## src/rtl/niosii_system_switch_debounced_if.sv

```systemverilog
// Avalon-MM slave bus bundle for the debounced switch PIO.
interface niosii_system_switch_debounced_if;
  logic [2:0]  address;
  logic        chipselect;
  logic        write_n;
  logic [31:0] writedata;
  logic [31:0] readdata;
  logic        irq;

  modport master (
    output address, chipselect, write_n, writedata,
    input  readdata, irq
  );

  modport slave (
    input  address, chipselect, write_n, writedata,
    output readdata, irq
  );
endinterface

```

## src/rtl/niosii_system_switch_debounced.sv

```systemverilog
// Debounced switch/button input PIO: per-channel synchroniser and debounce counter,
// software-selectable edge capture and a masked, globally gated level interrupt.
module niosii_system_switch_debounced #(
  parameter int unsigned         WIDTH       = 8,
  parameter int unsigned         SYNC_STAGES = 2,
  parameter int unsigned         DB_CNT_W    = 16,
  parameter logic [DB_CNT_W-1:0] DB_DEFAULT  = 16'd50000
) (
  input  logic                                   clk,
  input  logic                                   reset,
  input  logic [WIDTH-1:0]                       in_port,
  niosii_system_switch_debounced_if.slave        bus
);

  localparam logic [2:0] AddrData   = 3'd0;
  localparam logic [2:0] AddrRaw    = 3'd1;
  localparam logic [2:0] AddrMask   = 3'd2;
  localparam logic [2:0] AddrCap    = 3'd3;
  localparam logic [2:0] AddrRiseEn = 3'd4;
  localparam logic [2:0] AddrFallEn = 3'd5;
  localparam logic [2:0] AddrLimit  = 3'd6;
  localparam logic [2:0] AddrCtrl   = 3'd7;

  logic [WIDTH-1:0]    sync_q [SYNC_STAGES];
  logic [WIDTH-1:0]    raw_s;
  logic [WIDTH-1:0]    deb_q, deb_d;
  logic [WIDTH-1:0]    upd;
  logic [DB_CNT_W-1:0] cnt_q [WIDTH];
  logic [DB_CNT_W-1:0] cnt_d [WIDTH];
  logic [WIDTH-1:0]    mask_q, cap_q, cap_d, rise_en_q, fall_en_q;
  logic [WIDTH-1:0]    edge_ev, w1c;
  logic [DB_CNT_W-1:0] limit_q;
  logic                gie_q;
  logic [31:0]         rdata_d, rdata_q;
  logic                wr;

  assign wr    = bus.chipselect & ~bus.write_n;
  assign raw_s = sync_q[SYNC_STAGES-1];

  // Synchroniser shift chain for the asynchronous pins.
  always_ff @(posedge clk) begin
    if (reset) begin
      for (int s = 0; s < SYNC_STAGES; s++) sync_q[s] <= '0;
    end else begin
      sync_q[0] <= in_port;
      for (int s = 1; s < SYNC_STAGES; s++) sync_q[s] <= sync_q[s-1];
    end
  end

  // Per-channel debounce: count a sustained mismatch, accept it once cnt reaches the limit.
  always_comb begin
    deb_d = deb_q;
    upd   = '0;
    for (int i = 0; i < WIDTH; i++) begin
      cnt_d[i] = '0;
      if (raw_s[i] != deb_q[i]) begin
        if (cnt_q[i] >= limit_q) begin
          deb_d[i] = raw_s[i];
          upd[i]   = 1'b1;
        end else begin
          cnt_d[i] = cnt_q[i] + DB_CNT_W'(1);
        end
      end
    end
  end

  // Debounced state and counters.
  always_ff @(posedge clk) begin
    if (reset) begin
      deb_q <= '0;
      for (int i = 0; i < WIDTH; i++) cnt_q[i] <= '0;
    end else begin
      deb_q <= deb_d;
      for (int i = 0; i < WIDTH; i++) cnt_q[i] <= cnt_d[i];
    end
  end

  // Edge capture: new events are OR-ed in after the W1C clear, so an event beats a clear.
  always_comb begin
    edge_ev = upd & ((raw_s & rise_en_q) | (~raw_s & fall_en_q));
    w1c     = (wr && bus.address == AddrCap) ? bus.writedata[WIDTH-1:0] : '0;
    cap_d   = edge_ev | (cap_q & ~w1c);
  end

  // Software-visible control registers; reset wins over a same-cycle write.
  always_ff @(posedge clk) begin
    if (reset) begin
      mask_q    <= '0;
      cap_q     <= '0;
      rise_en_q <= '1;
      fall_en_q <= '1;
      limit_q   <= DB_DEFAULT;
      gie_q     <= 1'b0;
    end else begin
      cap_q <= cap_d;
      if (wr) begin
        case (bus.address)
          AddrMask:   mask_q    <= bus.writedata[WIDTH-1:0];
          AddrRiseEn: rise_en_q <= bus.writedata[WIDTH-1:0];
          AddrFallEn: fall_en_q <= bus.writedata[WIDTH-1:0];
          AddrLimit:  limit_q   <= bus.writedata[DB_CNT_W-1:0];
          AddrCtrl:   gie_q     <= bus.writedata[0];
          default: ;
        endcase
      end
    end
  end

  // Read mux, zero-extended to the bus width.
  always_comb begin
    rdata_d = '0;
    case (bus.address)
      AddrData:   rdata_d = 32'(deb_q);
      AddrRaw:    rdata_d = 32'(raw_s);
      AddrMask:   rdata_d = 32'(mask_q);
      AddrCap:    rdata_d = 32'(cap_q);
      AddrRiseEn: rdata_d = 32'(rise_en_q);
      AddrFallEn: rdata_d = 32'(fall_en_q);
      AddrLimit:  rdata_d = 32'(limit_q);
      AddrCtrl:   rdata_d = {31'd0, gie_q};
      default:    rdata_d = '0;
    endcase
  end

  // Registered read data, loaded every cycle regardless of chipselect.
  always_ff @(posedge clk) begin
    if (reset) rdata_q <= '0;
    else       rdata_q <= rdata_d;
  end

  assign bus.readdata = rdata_q;
  assign bus.irq      = gie_q & |(cap_q & mask_q);

endmodule

```

## src/flat_wrapper.sv

```systemverilog
// flat-port wrapper written by rule: the top's interface ports become plain ports
module niosii_system_switch_debounced_flat 
#(
  parameter int unsigned         WIDTH       = 8,
  parameter int unsigned         SYNC_STAGES = 2,
  parameter int unsigned         DB_CNT_W    = 16,
  parameter logic [DB_CNT_W-1:0] DB_DEFAULT  = 16'd50000
)
  (clk, reset, in_port, bus_address, bus_chipselect, bus_write_n, bus_writedata, bus_readdata, bus_irq);
  niosii_system_switch_debounced_if bus_i ();
  input  logic clk;
  input  logic reset;
  input  logic [WIDTH-1:0] in_port;
  input wire logic [$bits(bus_i.address)-1:0] bus_address;
  input wire logic [$bits(bus_i.chipselect)-1:0] bus_chipselect;
  input wire logic [$bits(bus_i.write_n)-1:0] bus_write_n;
  input wire logic [$bits(bus_i.writedata)-1:0] bus_writedata;
  output wire logic [$bits(bus_i.readdata)-1:0] bus_readdata;
  output wire logic [$bits(bus_i.irq)-1:0] bus_irq;
  assign bus_i.address = bus_address;
  assign bus_i.chipselect = bus_chipselect;
  assign bus_i.write_n = bus_write_n;
  assign bus_i.writedata = bus_writedata;
  assign bus_readdata = bus_i.readdata;
  assign bus_irq = bus_i.irq;
  niosii_system_switch_debounced #(.WIDTH(WIDTH), .SYNC_STAGES(SYNC_STAGES), .DB_CNT_W(DB_CNT_W), .DB_DEFAULT(DB_DEFAULT)) u_core (.clk(clk), .reset(reset), .in_port(in_port), .bus(bus_i));
endmodule
```

## config.mk

```make
export PLATFORM = sky130hd
export DESIGN_NAME = niosii_system_switch_debounced_flat
export DESIGN_NICKNAME = d
export VERILOG_FILES = /design/src/rtl/niosii_system_switch_debounced_if.sv /design/src/rtl/niosii_system_switch_debounced.sv /design/src/flat_wrapper.sv
export SDC_FILE = /design/constraint.sdc
export NUM_CORES = 1
export LEC_CHECK = 0
export BUFFER_PORTS_ARGS = -buffer_cell sky130_fd_sc_hd__buf_2
export CAP_MARGIN = 40
export CORE_AREA = 2 2 144 146
export CTS_BUF_LIST = sky130_fd_sc_hd__clkbuf_8
export DETAILED_ROUTE_END_ITERATION = 12
export DIE_AREA = 0 0 146 148
export PLACE_DENSITY = 0.78
export RECOVER_POWER = 50
export SLEW_MARGIN = 20
export SYNTH_ARGS = -nofsm -noshare
export SYNTH_HDL_FRONTEND = slang
export SYNTH_SLANG_ARGS = --single-unit
```

## constraint.sdc

```tcl
create_clock -name clk -period 3.7 [get_ports clk]
set_input_delay 0.74 -clock clk [delete_from_list [all_inputs] [get_ports clk]]
set_output_delay 0.74 -clock clk [all_outputs]
set_load 0.005 [all_outputs]
```

==> results of run 1 <==
[logic make-up (layout without fill, tap and decap cells)]
family	Yosys count	in the layout	synth area share, %
simple gates	558	558	22.8
other cells	1	18	0.0318
buf+inv	99	161	3.86
flops	217	217	36.8
xor+xnor	120	120	8.91
compound gates	203	203	11.5
fa+ha+maj	136	136	14.4
mux	18	18	1.56
[report_power, final]
part	internal (mW)	switching (mW)	leakage [nW]
combinational	0.0723	0.135	2.94
sequential	2.36	0.0170	1.76
clock	1.33	0.951	0.424
[synth_stat cells (all sizes together) (7+ instances only)]
library cell	instances	area share [%]
and3	29	1.5
a211oi	12	0.81
nand2b	9	0.48
ha	136	14
a21oi	63	2.7
nand3	58	2.5
xnor2	47	3.5
nand2	103	3.3
buf	31	1.7
a31o	8	0.59
nand4	40	2.1
o31ai	9	0.57
inv	46	1.5
nand3b	9	0.57
xor2	73	5.4
o21ai	28	1.2
mux2i	15	1.3
a22oi	12	0.76
and4	11	0.82
nor2	210	6.7
a211o	25	1.9
a21o	7	0.45
or3	8	0.42
dfxtp	217	37
nor2b	38	2.0
nor3	22	0.93
clkbuf	22	0.70
and2	8	0.42
a31oi	12	0.64
[state kept, by name, summed over array words and instances, names as in the netlist, 16 cells and up]
signal / cells
u_core.limit_q: 16
u_core.sync_q: 16
u_core.cnt_q: 128
u_core.bus.readdata: 16
[area by class of cell]
class	count	area, um^2	area share (%)
multi-input cells	1051	7020	54.4
clock inverters	16	170	1.32
well taps	270	338	2.62
flip-flops and latches	217	4340	33.7
clock buffers	43	592	4.59
inverters	46	173	1.34
repair buffers	56	268	2.07
diodes	2	5.00	0.0388
[worst max path at each step]
stage / end / startpoint / cells past startpoint / slack [ns]
floorplan: u_core.cnt_q[1][18]$_SDFF_PP0_ / u_core.limit_q[13]$_SDFFE_PP0P_ / 9 / 1.56
global placement: u_core.cnt_q[1][1]$_SDFF_PP0_ / u_core.limit_q[13]$_SDFFE_PP0P_ / 7 / 0.98
detailed placement: u_core.cnt_q[1][1]$_SDFF_PP0_ / u_core.limit_q[13]$_SDFFE_PP0P_ / 7 / 0.86
CTS: u_core.cnt_q[1][10]$_SDFF_PP0_ / u_core.limit_q[13]$_SDFFE_PP0P_ / 7 / 0.79
global route: u_core.cnt_q[1][10]$_SDFF_PP0_ / u_core.limit_q[13]$_SDFFE_PP0P_ / 7 / 0.37
finish: u_core.cnt_q[1][10]$_SDFF_PP0_ / u_core.limit_q[13]$_SDFFE_PP0P_ / 7 / 0.68
[layer usage]
layer,up-vias,global-route usage [%],wire [um]
met5,-,0,0
met4,0,10.8,991
met3,66,4.14,1820
met2,264,39.7,12100
met1,4545,35.9,13000
li1,4853,-,-
[metrics by stage]
step                utilization, %  area, um^2  hold WS (ns)  std cells
detailed placement            61.0       12200         0.421       1640
global route                  64.4       12900         0.405       1699
floorplan                        -       11900         0.414       1367
CTS                           64.8       13000         0.386       1699
finish                        64.4       12900         0.414       1701
global placement              61.0       12200         0.417       1640
==> qor.txt, run 1 <==
Status = complete, no violations
Clock Path Buffers = 3
Number of synthesized register bits = 217
H-tree depth = 2
TritonCTS clock tree = done
Mean Syn Cell Area = 8.72 um^2
Worst-Margin Slew = 1.32 ns
Area Overhead vs Synth = 9.41%
Ys async rst share = 0%
Max-cap violation count = 0
Area of the core = 20000 um^2
Leak = 5.12 nW
Number of antenna violations at the first check in global routing = 1
Post-CTS sizing = 0
Critical Path Start Type = flip-flop
Netlist cell types = 54
Setup_tns = 0 ns
Routed Wire Length = 27900 um
Internal reg-to-reg setup slack = 0.68 ns
Routed wire length per instance = 16.4 um
Row Count = 52
CTS root buf = clkbuf_8
WHS Endpoint = u_core.sync_q[0][6]$_SDFF_PP0_
RSZ-0062 raised after global routing = false
RR Startpoint = u_core.limit_q[13]$_SDFFE_PP0P_
Clk slew on worst S/H paths = 0.06 ns
Via-to-Cell Ratio = 5.72
Most used DFF post-synth = dfxtp_1
Final hold vios = 0
Final Slew Violations = 0
Worst-path maximum fanout = 16
Synthesis Warnings = 0
Final period utilization = 81.6%
Crit Path Class = flip-flop to flip-flop
Hold crit path type = input pin to flip-flop
Fmax = 0.331 GHz
Via Count = 9728
Die height = 148 um
GRT Overall Usage = 25.7%
Port bufs = 47
FF-to-FF path depth = 7
Tot Pwr = 4.87 mW
Slowest cell delay on critical path = 0.68 ns
Starting density of the core = 58.9%
Layout cells sized above 1 = 7.00%
Arr. time, crit path = 3.46 ns
Detail Placement HPWL = 19100 um
Skew final = 0.0244 ns
Syn Inst Count = 1352
CP max-delay cell = nand4_1
Ports = 80
Buffer count from post-CTS setup fixing = 0
Most common cell after layout, fill and taps aside = dfxtp_1
Most frequent CP cell = a21o_1
Slew Limit Headroom = 10.5%
Worst-path cell chain = inv_1, ha_1, a21o_1, a21o_1, a2111oi_0, nand4_1, nor2_1
Worst Path Required = 4.14 ns
Post-Synthesis Cell Area = 11800 um^2
Worst r2r dst = u_core.cnt_q[1][10]$_SDFF_PP0_
Worst setup EP type = flip-flop
EDFF count, synth = 0
Final Wtd Congestion = 0.876
Die area = 21600 um^2
Final Critical Period = 3.02 ns
DRC Markers = 0
Post-route ant nets = 0
Starting DRC count in detailed routing = 592
First-pass iteration count of the detailed router = 5
Filler cells = 1736
CP bufs+invs = 1
CP top delay family = simple AND/OR/NAND/NOR gates
Global route overflow = 0
DP Worst Slack = 0.856 ns
PnR worst setup slack = 0.682 ns
Clock sink count = 217
Origin of the worst min-delay path = in_port[6]
Die span in x = 146 um
Clock latency on the worst-skew pair = 0.54 ns
Peak supply drop = 0.268 mV
Hold Path Stages = 2
Num CTS Buffers = 36
First-pass GRT wire length = 44900 um
Cts hold-fix bufs = 0
Number of global-route vias before repair = 8887
Commonest cells after routing, fill and taps aside = dfxtp_1 (217), nor2_1 (210), ha_1 (136)
Post-synthesis sequential area ratio = 36.8%
Setup violators final = 0
Fin nets = 1591
Pwr Density = 377 nW/um^2
Largest net degree at the start of global routing = 63
Power figures use the tool's default switching activity.
==> run 2: changes to the inputs <==
==> constraint.sdc (replaced) <==
create_clock -name clk -period 2.9 [get_ports clk]
set_input_delay 0.58 -clock clk [delete_from_list [all_inputs] [get_ports clk]]
set_output_delay 0.58 -clock clk [all_outputs]
set_load 0.005 [all_outputs]
==> run 2 against run 1 <==
Net effect: clock-buffer cell count up 5; hold slack worse by 0.16 ns; critical path type is now input pin to flip-flop; non-clock buffer count up 25; register-to-register slack worse by 0.39 ns; clock skew down 0.0083 ns.
==> qor.txt, run 2 (synthesis gave the netlist of run 1 again) <==
Skew final = 0.0161 ns (-0.00833 ns)
GRT Overall Usage = 26.3% (+0.62 points)
Number of global-route vias before repair = 9412 (+5.9%)
Critical Path Start Type = input pin
Starting DRC count in detailed routing = 692 (+17%)
Via-to-Cell Ratio = 5.80 (+1.4%)
Clock Path Buffers = 3 (unchanged)
Area of the core = 20000 um^2 (unchanged)
Global route overflow = 0 (unchanged)
First-pass iteration count of the detailed router = 5 (unchanged)
Worst Path Required = 3.30 ns (-0.84 ns)
Met3 Use GR = 3.86% (-0.28 points)
Number of antenna violations at the first check in global routing = 1 (unchanged)
Commonest cells after routing, fill and taps aside = dfxtp_1 (217), nor2_1 (210), ha_1 (136)
Register name with the most flops = u_core.cnt_q
Fmax = 0.383 GHz
Worst-path cell chain = clkbuf_1, nand3b_1, nor3_1, clkbuf_1, nand2_1, nand3b_1, o31ai_1
Max reg flops = 128 (unchanged)
Via Count = 9999 (+2.8%)
Filler cells = 1739 (+0.17%)
CTS root buf = clkbuf_8
Routed wire length per instance = 16.5 um (+1.0%)
Final Wtd Congestion = 0.873 (-0.35%)
Area Overhead vs Synth = 10.5%
Worst-Margin Slew = 1.15 ns (-0.173 ns)
RSZ-0062 raised after global routing = false
Most common cell after layout, fill and taps aside = dfxtp_1
H-tree depth = 2 (unchanged)
Num CTS Buffers = 37 (+2.8%)
Buffer count from post-CTS setup fixing = 0 (unchanged)
Slowest cell delay on critical path = 0.82 ns (+0.14 ns)
GRT Max-Usage Layer = met2
Worst setup EP type = flip-flop
Worst-path maximum fanout = 23 (+7)
Die area = 21600 um^2 (unchanged)
Clk slew on worst S/H paths = 0.06 ns (about the same)
Starting density of the core = 58.9% (unchanged)
Fin nets = 1617 (+1.6%)
Post-CTS sizing = 0 (unchanged)
Die span in x = 146 um (unchanged)
Leak = 5.21 nW (+1.8%)
Clock sink count = 217 (unchanged)
Largest net degree at the start of global routing = 47 (-25%)
Final Slew Violations = 0 (unchanged)
Die height = 148 um (unchanged)
Final Critical Period = 2.61 ns
Post-route ant nets = 0 (unchanged)
Detail Placement HPWL = 20300 um (+6.3%)
DRC Markers = 0 (unchanged)
Crit Path Class = input pin to flip-flop
Max-cap violation count = 0 (unchanged)
Final hold slack = 0.258 ns (-0.156 ns)
Cts hold-fix bufs = 0 (unchanged)
Status = complete, no violations
Clock latency on the worst-skew pair = 0.53 ns (about the same)
Setup violators final = 0 (unchanged)
Row Count = 52 (unchanged)
Hold crit path type = input pin to flip-flop
Arr. time, crit path = 3.00 ns (-0.46 ns)
Routed Wire Length = 28500 um (+2.4%)
Met1 usage = 36.6% (+0.77 points)
Setup_tns = 0 ns (unchanged)
Peak supply drop = 0.444 mV (+65%)
Ports = 80 (unchanged)
Pwr Density = 459 nW/um^2 (+22%)
Slew Limit Headroom = 23.3% (+13 points)
TritonCTS clock tree = done
CP max-delay cell = clkbuf_1
Port bufs = 47 (unchanged)
Final period utilization = 90.0%
First-pass GRT wire length = 46400 um (+3.5%)
Final hold vios = 0 (unchanged)
Met2 Use GR = 41.7% (+2.0 points)
Layout cells sized above 1 = 8.53% (+1.5 points)
[run 2: cell types whose count changed in the layout (fill, tap and decap cells not counted), moves of 2 or more]
cell       change
clkbuf_1       +2
clkbuf_2       +2
buf_4         +19
bufinv_16      -4
clkbuf_8       +5
[run 2: stage by stage]
stage	area (um^2)	worst slack [ns]	util (%)	total power [mW]	instances
after floorplan	11900	0.759	-	3.28	1367
after global placement	12400	0.426	61.9	3.37	1665
after detailed placement	12400	0.348	61.9	3.38	1665
after CTS	13100	0.342	65.4	6.03	1724
after global routing	13000	0.135	65.1	6.20	1725
final	13000	0.291	65.1	5.98	1725
[run 2: cell type report]
cell class                 instances  area, um^2  share of cell area, %
clock buffer                      48         661                   5.07
antenna                            1        2.50                 0.0192
sequential                       217        4340                   33.3
tap                              270         338                   2.59
clock inverter                    11        45.0                  0.346
multi-input combinational       1051        7040                   54.0
timing repair buffer              81         437                   3.35
inverter                          46         173                   1.32
[run 2: path summary, 6_finish.rpt]
check | startpoint | to | slack, ns | cells after the start
setup reg to reg | u_core.limit_q[7]$_SDFFE_PP0P_ | u_core.cnt_q[0][57]$_SDFF_PP0_ | 0.29 | 9
setup / recovery | bus_address[1] | u_core.cap_q[4]$_SDFF_PP0_ | 0.29 | 7
hold reg to reg | u_core.sync_q[0][2]$_SDFF_PP0_ | u_core.sync_q[0][10]$_SDFF_PP0_ | 0.44 | 1
hold / removal | in_port[3] | u_core.sync_q[0][3]$_SDFF_PP0_ | 0.26 | 2
[run 2: critical path, delay by kind of cell]
kind                   cells  cell delay, ns
AO/OA/AOI/OAI              1            0.07
buffers and inverters      2            1.27
AND/OR/NAND/NOR            4            1.08
[run 2: layer usage]
layer	wire length (um)	up-vias	share of wire, %
li1	-	4895	-
met1	13500	4737	47
met2	12400	310	44
met3	1720	57	6.0
met4	816	0	2.9
met5	0	-	0
[run 2: power by group]
part	internal [mW]	total, mW	switching (mW)
Sequential	3.02	3.04	0.0206
Combinational	0.101	0.280	0.179
Clock	1.47	2.66	1.20
